==> src/rtl/bias_relu_requant_pkg.sv <==
// Shared arithmetic for post-accumulation stages: lane slicing and the
// round-half-up / saturate sequence every layer uses identically.
package bias_relu_requant_pkg;

    localparam int IN_W_DEF   = 18;
    localparam int BIAS_W_DEF = 18;
    localparam int OUT_W_DEF  = 16;

    function automatic int lane_lsb(input int width, input int idx);
        return width * idx;
    endfunction

    function automatic int sum_width(input int a_w, input int b_w);
        return ((a_w > b_w) ? a_w : b_w) + 1;
    endfunction

    // Arithmetic right shift with a half-LSB added first (round half up).
    function automatic logic signed [31:0] rq_round(input logic signed [31:0] s,
                                                    input int shift);
        if (shift > 0) begin
            return (s + (32'sd1 <<< (shift - 1))) >>> shift;
        end else begin
            return s;
        end
    endfunction

    function automatic logic signed [31:0] rq_max(input int out_w);
        return (32'sd1 <<< (out_w - 1)) - 32'sd1;
    endfunction

    function automatic logic signed [31:0] rq_min(input int out_w);
        return -(32'sd1 <<< (out_w - 1));
    endfunction

    function automatic logic rq_is_sat(input logic signed [31:0] r, input int out_w);
        return (r > rq_max(out_w)) || (r < rq_min(out_w));
    endfunction

    function automatic logic signed [31:0] rq_sat(input logic signed [31:0] r,
                                                  input int out_w);
        if (r > rq_max(out_w)) begin
            return rq_max(out_w);
        end else if (r < rq_min(out_w)) begin
            return rq_min(out_w);
        end else begin
            return r;
        end
    endfunction

endpackage

==> src/rtl/requant_lane.sv <==
// One channel lane: bias add (feeds stage 1) and ReLU/round/saturate
// (feeds stage 2). Purely combinational; the pipeline registers live in the top.
module requant_lane
    import bias_relu_requant_pkg::*;
#(
    parameter int IN_W    = IN_W_DEF,
    parameter int BIAS_W  = BIAS_W_DEF,
    parameter int OUT_W   = OUT_W_DEF,
    parameter int SHIFT   = 2,
    parameter int RELU_EN = 1,
    parameter int SUM_W   = sum_width(IN_W, BIAS_W)
)(
    input  logic [IN_W-1:0]   in_word,
    input  logic [BIAS_W-1:0] bias_word,
    output logic [SUM_W-1:0]  sum,
    input  logic [SUM_W-1:0]  sum_q,
    output logic [OUT_W-1:0]  q,
    output logic              sat
);

    logic signed [31:0] s_ext_s;
    logic signed [31:0] s_relu_s;
    logic signed [31:0] r_s;

    // Sign-extended bias add; one extra bit means it can never overflow.
    always_comb begin
        sum = SUM_W'(signed'(in_word)) + SUM_W'(signed'(bias_word));
    end

    // ReLU, rounding shift and saturation of the registered sum.
    always_comb begin
        s_ext_s  = 32'(signed'(sum_q));
        s_relu_s = ((RELU_EN != 32'sd0) && (s_ext_s < 32'sd0)) ? 32'sd0 : s_ext_s;
        r_s      = rq_round(s_relu_s, SHIFT);
        q        = OUT_W'(rq_sat(r_s, OUT_W));
        sat      = rq_is_sat(r_s, OUT_W);
    end

endmodule

==> src/rtl/bias_relu_requant.sv <==
// Two-stage valid/ready pipeline: bias add, then ReLU/round/saturate per lane,
// with a feature-map beat counter and a sticky saturation flag.
module bias_relu_requant
    import bias_relu_requant_pkg::*;
#(
    parameter int N_adder_tree = 16,
    parameter int IN_W         = IN_W_DEF,
    parameter int BIAS_W       = BIAS_W_DEF,
    parameter int OUT_W        = OUT_W_DEF,
    parameter int SHIFT        = 2,
    parameter int RELU_EN      = 1,
    parameter int N_BEATS      = 196
)(
    input  logic                       clk,
    input  logic                       rst_n,
    input  logic                       in_valid,
    output logic                       in_ready,
    input  logic [N_adder_tree*IN_W-1:0]   in_data,
    input  logic [N_adder_tree*BIAS_W-1:0] bias,
    output logic                       out_valid,
    input  logic                       out_ready,
    output logic [N_adder_tree*OUT_W-1:0]  out_data,
    output logic                       out_last,
    output logic                       sat_flag,
    input  logic                       sat_clr
);

    localparam int SUM_W = sum_width(IN_W, BIAS_W);
    localparam int CNT_W = (N_BEATS > 1) ? $clog2(N_BEATS) : 1;
    localparam logic [CNT_W-1:0] LAST_CNT = CNT_W'(N_BEATS - 1);

    logic                             v1_r;
    logic [N_adder_tree*SUM_W-1:0]    s1_r;
    logic                             sat2_r;
    logic [CNT_W-1:0]                 cnt_r;
    logic [N_adder_tree*SUM_W-1:0]    sum_s;
    logic [N_adder_tree*OUT_W-1:0]    q_s;
    logic [N_adder_tree-1:0]          sat_lane_s;
    logic                             adv2_s;
    logic                             out_xfer_s;

    assign adv2_s     = !out_valid | out_ready;
    assign in_ready   = !v1_r | adv2_s;
    assign out_xfer_s = out_valid & out_ready;
    assign out_last   = out_valid & (cnt_r == LAST_CNT);

    for (genvar i = 0; i < N_adder_tree; i++) begin : g_lane
        requant_lane #(
            .IN_W    (IN_W),
            .BIAS_W  (BIAS_W),
            .OUT_W   (OUT_W),
            .SHIFT   (SHIFT),
            .RELU_EN (RELU_EN),
            .SUM_W   (SUM_W)
        ) u_lane (
            .in_word   (in_data[lane_lsb(IN_W, i) +: IN_W]),
            .bias_word (bias[lane_lsb(BIAS_W, i) +: BIAS_W]),
            .sum       (sum_s[lane_lsb(SUM_W, i) +: SUM_W]),
            .sum_q     (s1_r[lane_lsb(SUM_W, i) +: SUM_W]),
            .q         (q_s[lane_lsb(OUT_W, i) +: OUT_W]),
            .sat       (sat_lane_s[i])
        );
    end

    // Stage 1: capture biased sums whenever the stage can move.
    always_ff @(posedge clk or negedge rst_n) begin
        if (!rst_n) begin
            v1_r <= 1'b0;
            s1_r <= '0;
        end else if (in_ready) begin
            v1_r <= in_valid;
            if (in_valid) begin
                s1_r <= sum_s;
            end
        end
    end

    // Stage 2: requantised outputs, held while the consumer stalls.
    always_ff @(posedge clk or negedge rst_n) begin
        if (!rst_n) begin
            out_valid <= 1'b0;
            out_data  <= '0;
            sat2_r    <= 1'b0;
        end else if (adv2_s) begin
            out_valid <= v1_r;
            if (v1_r) begin
                out_data <= q_s;
                sat2_r   <= |sat_lane_s;
            end
        end
    end

    // Beat position within the feature map, advanced per output transfer.
    always_ff @(posedge clk or negedge rst_n) begin
        if (!rst_n) begin
            cnt_r <= '0;
        end else if (out_xfer_s) begin
            cnt_r <= (cnt_r == LAST_CNT) ? '0 : cnt_r + CNT_W'(1);
        end
    end

    // Sticky saturation flag; a clear wins over a same-cycle set.
    always_ff @(posedge clk or negedge rst_n) begin
        if (!rst_n) begin
            sat_flag <= 1'b0;
        end else if (sat_clr) begin
            sat_flag <= 1'b0;
        end else if (out_xfer_s & sat2_r) begin
            sat_flag <= 1'b1;
        end
    end

endmodule

==> config.mk <==
export PLATFORM = sky130hd
export DESIGN_NAME = bias_relu_requant
export DESIGN_NICKNAME = d
export VERILOG_FILES = /design/src/rtl/bias_relu_requant_pkg.sv /design/src/rtl/requant_lane.sv /design/src/rtl/bias_relu_requant.sv
export SDC_FILE = /design/constraint.sdc
export NUM_CORES = 2
export LEC_CHECK = 0
export BUFFER_PORTS_ARGS = -buffer_cell sky130_fd_sc_hd__clkbuf_2
export CORE_AREA = 2 2 324 326
export DETAILED_ROUTE_END_ITERATION = 16
export DIE_AREA = 0 0 326 328
export GPL_ROUTABILITY_DRIVEN = 0
export PLACE_DENSITY = 0.56
export SETUP_SLACK_MARGIN = 0.05
export SYNTH_ARGS = -nofsm -noshare
export SYNTH_HDL_FRONTEND = slang
export SYNTH_SLANG_ARGS = --single-unit
==> constraint.sdc <==
create_clock -name clk -period 9.7 [get_ports clk]
set_clock_uncertainty 0.2 [all_clocks]
set_input_delay 0.97 -clock clk [delete_from_list [all_inputs] [get_ports clk]]
set_output_delay 0.97 -clock clk [all_outputs]
set_load 0.01 [all_outputs]
==> key figures <==
Logic synthesis
  – Register bit count reported by yosys: approximately 560
  – Top area cells in the synthesized netlist: dfrtp_1, ha_1, nand2_1, xor2_1, o21ai_0
  – Post-synth top area share: between 30 and 40%
  – Synth warnings: 0
  – Largest area contributor in the netlist: dfrtp_1
  – Cell Area, Synth: approximately 38,000 um^2
  – Synth Net Count: roughly 5.3k
  – Top cells by count, synth: dfrtp_1, nand2_1, o21ai_0, ha_1, a21oi_1
  – Primary FF master, synth: dfrtp_1
  – Number of synthesized flops with an enable pin: 0
  – Register area share after synthesis: 36.1%
  – Async S/R FF share, synth: 100%
  – Top-count cell post-synth: dfrtp_1
  – Post-Syn Instances: about 4.4k
  – Post-synthesis cell type count: 75
  – Mean Syn Cell Area: slightly below 9 um^2

Floorplan
  – CORE AREA: 103,000 um^2
  – Die Y: 328 um
  – Io pins: ~840
  – Die area: 107,000 um^2
  – Starting Density: 37.3%
  – Chip Width: approximately 330 um
  – Rows: between 100 and 150

Drt
  – DRT iter0 DRCs: 2,014
  – Routed vias: 34.5k
  – Routed Antenna Nets: 0
  – DR DRC count: 0
  – Vias per cell: about 5.2
  – Pre-antenna DRT Iters: 5
  – Avg WL per Cell: 18.9 um
  – DRT Wirelength: roughly 120 mm

Timing
  – Worst relative slew slack: 26.0%
  – Final min period: between 3 and 4 ns
  – Setup TNS: 0 ns
  – Hold WS: 0.149 ns
  – RSZ-0062 raised after global routing: false
  – Worst Tran Pin Value: approximately 1.1 ns
  – Final Hold Viols: 0
  – Final period util: ~40%
  – Final Max Tran Viols: 0
  – Fmax: 0.251 GHz
  – Setup Viol. Count Final: 0

Cells and area
  – Nets: ~6.0k
  – Post-route cell area: ~46,000 um^2
  – Share of cells above drive strength 1: between 10% and 20%
  – Core Util, Final: between 40% and 50%
  – Area grow syn2layout: 20.3%

Power
  – Total Power: roughly 9 mW
  – Maximum VDD drop: approximately 120 uV
  – Lkg Pwr: approximately 22 nW
  – Pwr Density: just under 200 nW/um^2

Critical path
  – Delay-heaviest family, CP: simple AND/OR/NAND/NOR gates
  – Cell breakdown of the critical path: nor2b_1 -> ha_1 -> nand4_1 -> nor3_1 -> mux2i_1 -> or2_1 -> o21ai_0 -> or4_1 -> o32a_1
  – R2R setup slack: 5.72 ns
  – Crit-path max FO: 21
  – Peak per-stage delay on the critical path: 0.63 ns
  – Critical Path Start: s1_r[189]
  – CP Data Required Time: 9.99 ns
  – Crit path arrival time: 4.27 ns
  – Worst reg2reg path startpoint: s1_r[189]
  – CP Capture Type: flop
  – Worst path bufs/invs: 0
  – Setup Crit Path Kind: reg2reg
  – Setup crit start kind: flop
  – Slowest stage cell, crit path: dfrtp_1

GRT
  – GRT Total Usage: a little under a quarter
  – First-pass GRT wire length: 193 mm
  – Initial antenna violation count: 14
  – Vias in the first global route: ~33k
  – Maximum number of pins on one net before global-route repair: about 230
  – Gr ovfl total: 0

Clocking
  – Worst-case clock buffer depth: 3
  – H-tree levels: 3
  – Root Driver: clkbuf_16
  – Post-CTS resize count: 0
  – Post-CTS Setup Inserts: 0
  – Cts hold-fix bufs: 0
  – TritonCTS clock tree: yes
  – CTS sink cnt: between 500 and 600
  – Reg clk slew, reported paths: approximately 0.060 ns
  – Clk_lat worst skew: 0.61 ns
  – Inserted Clock Buffers: between 60 and 70

Outcome
  – Status: completed

Placement
  – DP Wirelength: 99.1 mm
  – Placed cell areas: about 44,000 um^2
  – Buffers on Ports: 840

Hold path
  – Min-delay worst type: in2async

Run
  – Max_cap viols: 0
## cell usage in the layout, fill, tap and decap left out, types with 10 or more instances in the layout
master,netlist,final
inv_1,133,133
clkbuf_2,0,839
and2_1,83,81
a21o_1,148,148
or3_1,35,35
nor2b_1,118,118
fa_1,16,16
ha_1,289,289
a21oi_1,232,232
and3_1,54,54
a211oi_1,115,115
or2_2,17,17
a21bo_2,11,11
o21ai_1,22,21
nand4_1,65,65
mux2i_1,11,10
clkbuf_1,158,18
nor3b_1,35,35
clkbuf_16,0,73
buf_4,5,17
xor2_1,225,225
xnor2_1,174,174
o21a_1,67,67
o211ai_1,52,52
o211a_1,10,10
a31oi_1,59,59
and4_1,28,28
nand3_1,141,141
nor2_1,230,230
clkbuf_8,0,12
nand2_1,528,526
o21ai_0,370,370
nor3_1,83,83
a31o_2,15,15
nand2b_1,85,85
o311ai_0,15,15
dfrtp_1,556,556
o31ai_1,107,107
## worst paths after layout
check,endpoint,depth (start not counted)
min in group clk,out_data[97],2
max in group asynchronous,s1_r[96],3
setup / recovery,sat2_r,9
hold reg to reg,out_data[97],2
setup reg to reg,sat2_r,9
hold / removal,out_data[209],1
## through the flow
step / std cells / setup WS (ns)
floorplan: 4402 / 6.29
global placement: 6467 / 5.60
detailed placement: 6467 / 5.58
CTS: 6588 / 5.59
global route: 6595 / 5.26
finish: 6597 / 5.72
## logic make-up (layout without fill, tap and decap cells)
logic type | count (synthesis) | after routing | share of synthesized area [%]
compound gates | 1273 | 1273 | 21.0
xor+xnor | 399 | 399 | 9.08
fa+ha+maj | 305 | 305 | 10.2
buf+inv | 311 | 1117 | 3.15
flops | 556 | 556 | 36.1
mux | 15 | 15 | 0.462
other cells | 0 | 9 | 0
simple gates | 1543 | 1543 | 20.0
## area by class of cell
type	instances	area, um^2
Tap cell	1380	1730
Fill cell	10318	56900
Clock inverter	18	251
Inverter	135	507
Antenna cell	9	22.5
Sequential cell	556	13900
Multi-Input combinational cell	3535	23400
Clock buffer	103	2060
Timing Repair Buffer	861	4420
## where the power goes
group	leakage [nW]	total (mW)	internal, mW	switching, mW
Combinational	14.1	2.95	1.23	1.72
Sequential	6.70	3.52	2.93	0.592
Clock	1.13	2.65	1.62	1.03
## worst register-to-register path: cells and delay by family, from the launching register on
| family | cells | cell delay (ns) |
|---|---|---|
| and+or+nand+nor | 5 | 1.59 |
| adders and majority gates | 1 | 0.28 |
| muxes | 1 | 0.53 |
| AOI/OAI and AO/OA | 2 | 0.63 |
| DFF | 1 | 0.63 |
## flip-flops by register name, indices dropped and copies added, names as in the netlist
name,flops
v1_r,1
sat_flag,1
out_valid,1
cnt_r,8
s1_r,288
sat2_r,1
out_data,256
## per-layer routing
layer	vias up	share of wire (%)	track usage, %
li1	17274	-	-
met2	793	48	38.6
met5	-	0.066	0
met1	16236	44	29.6
met3	158	5.4	4.29
met4	12	2.6	7.14
Power figures use the tool's default switching activity.
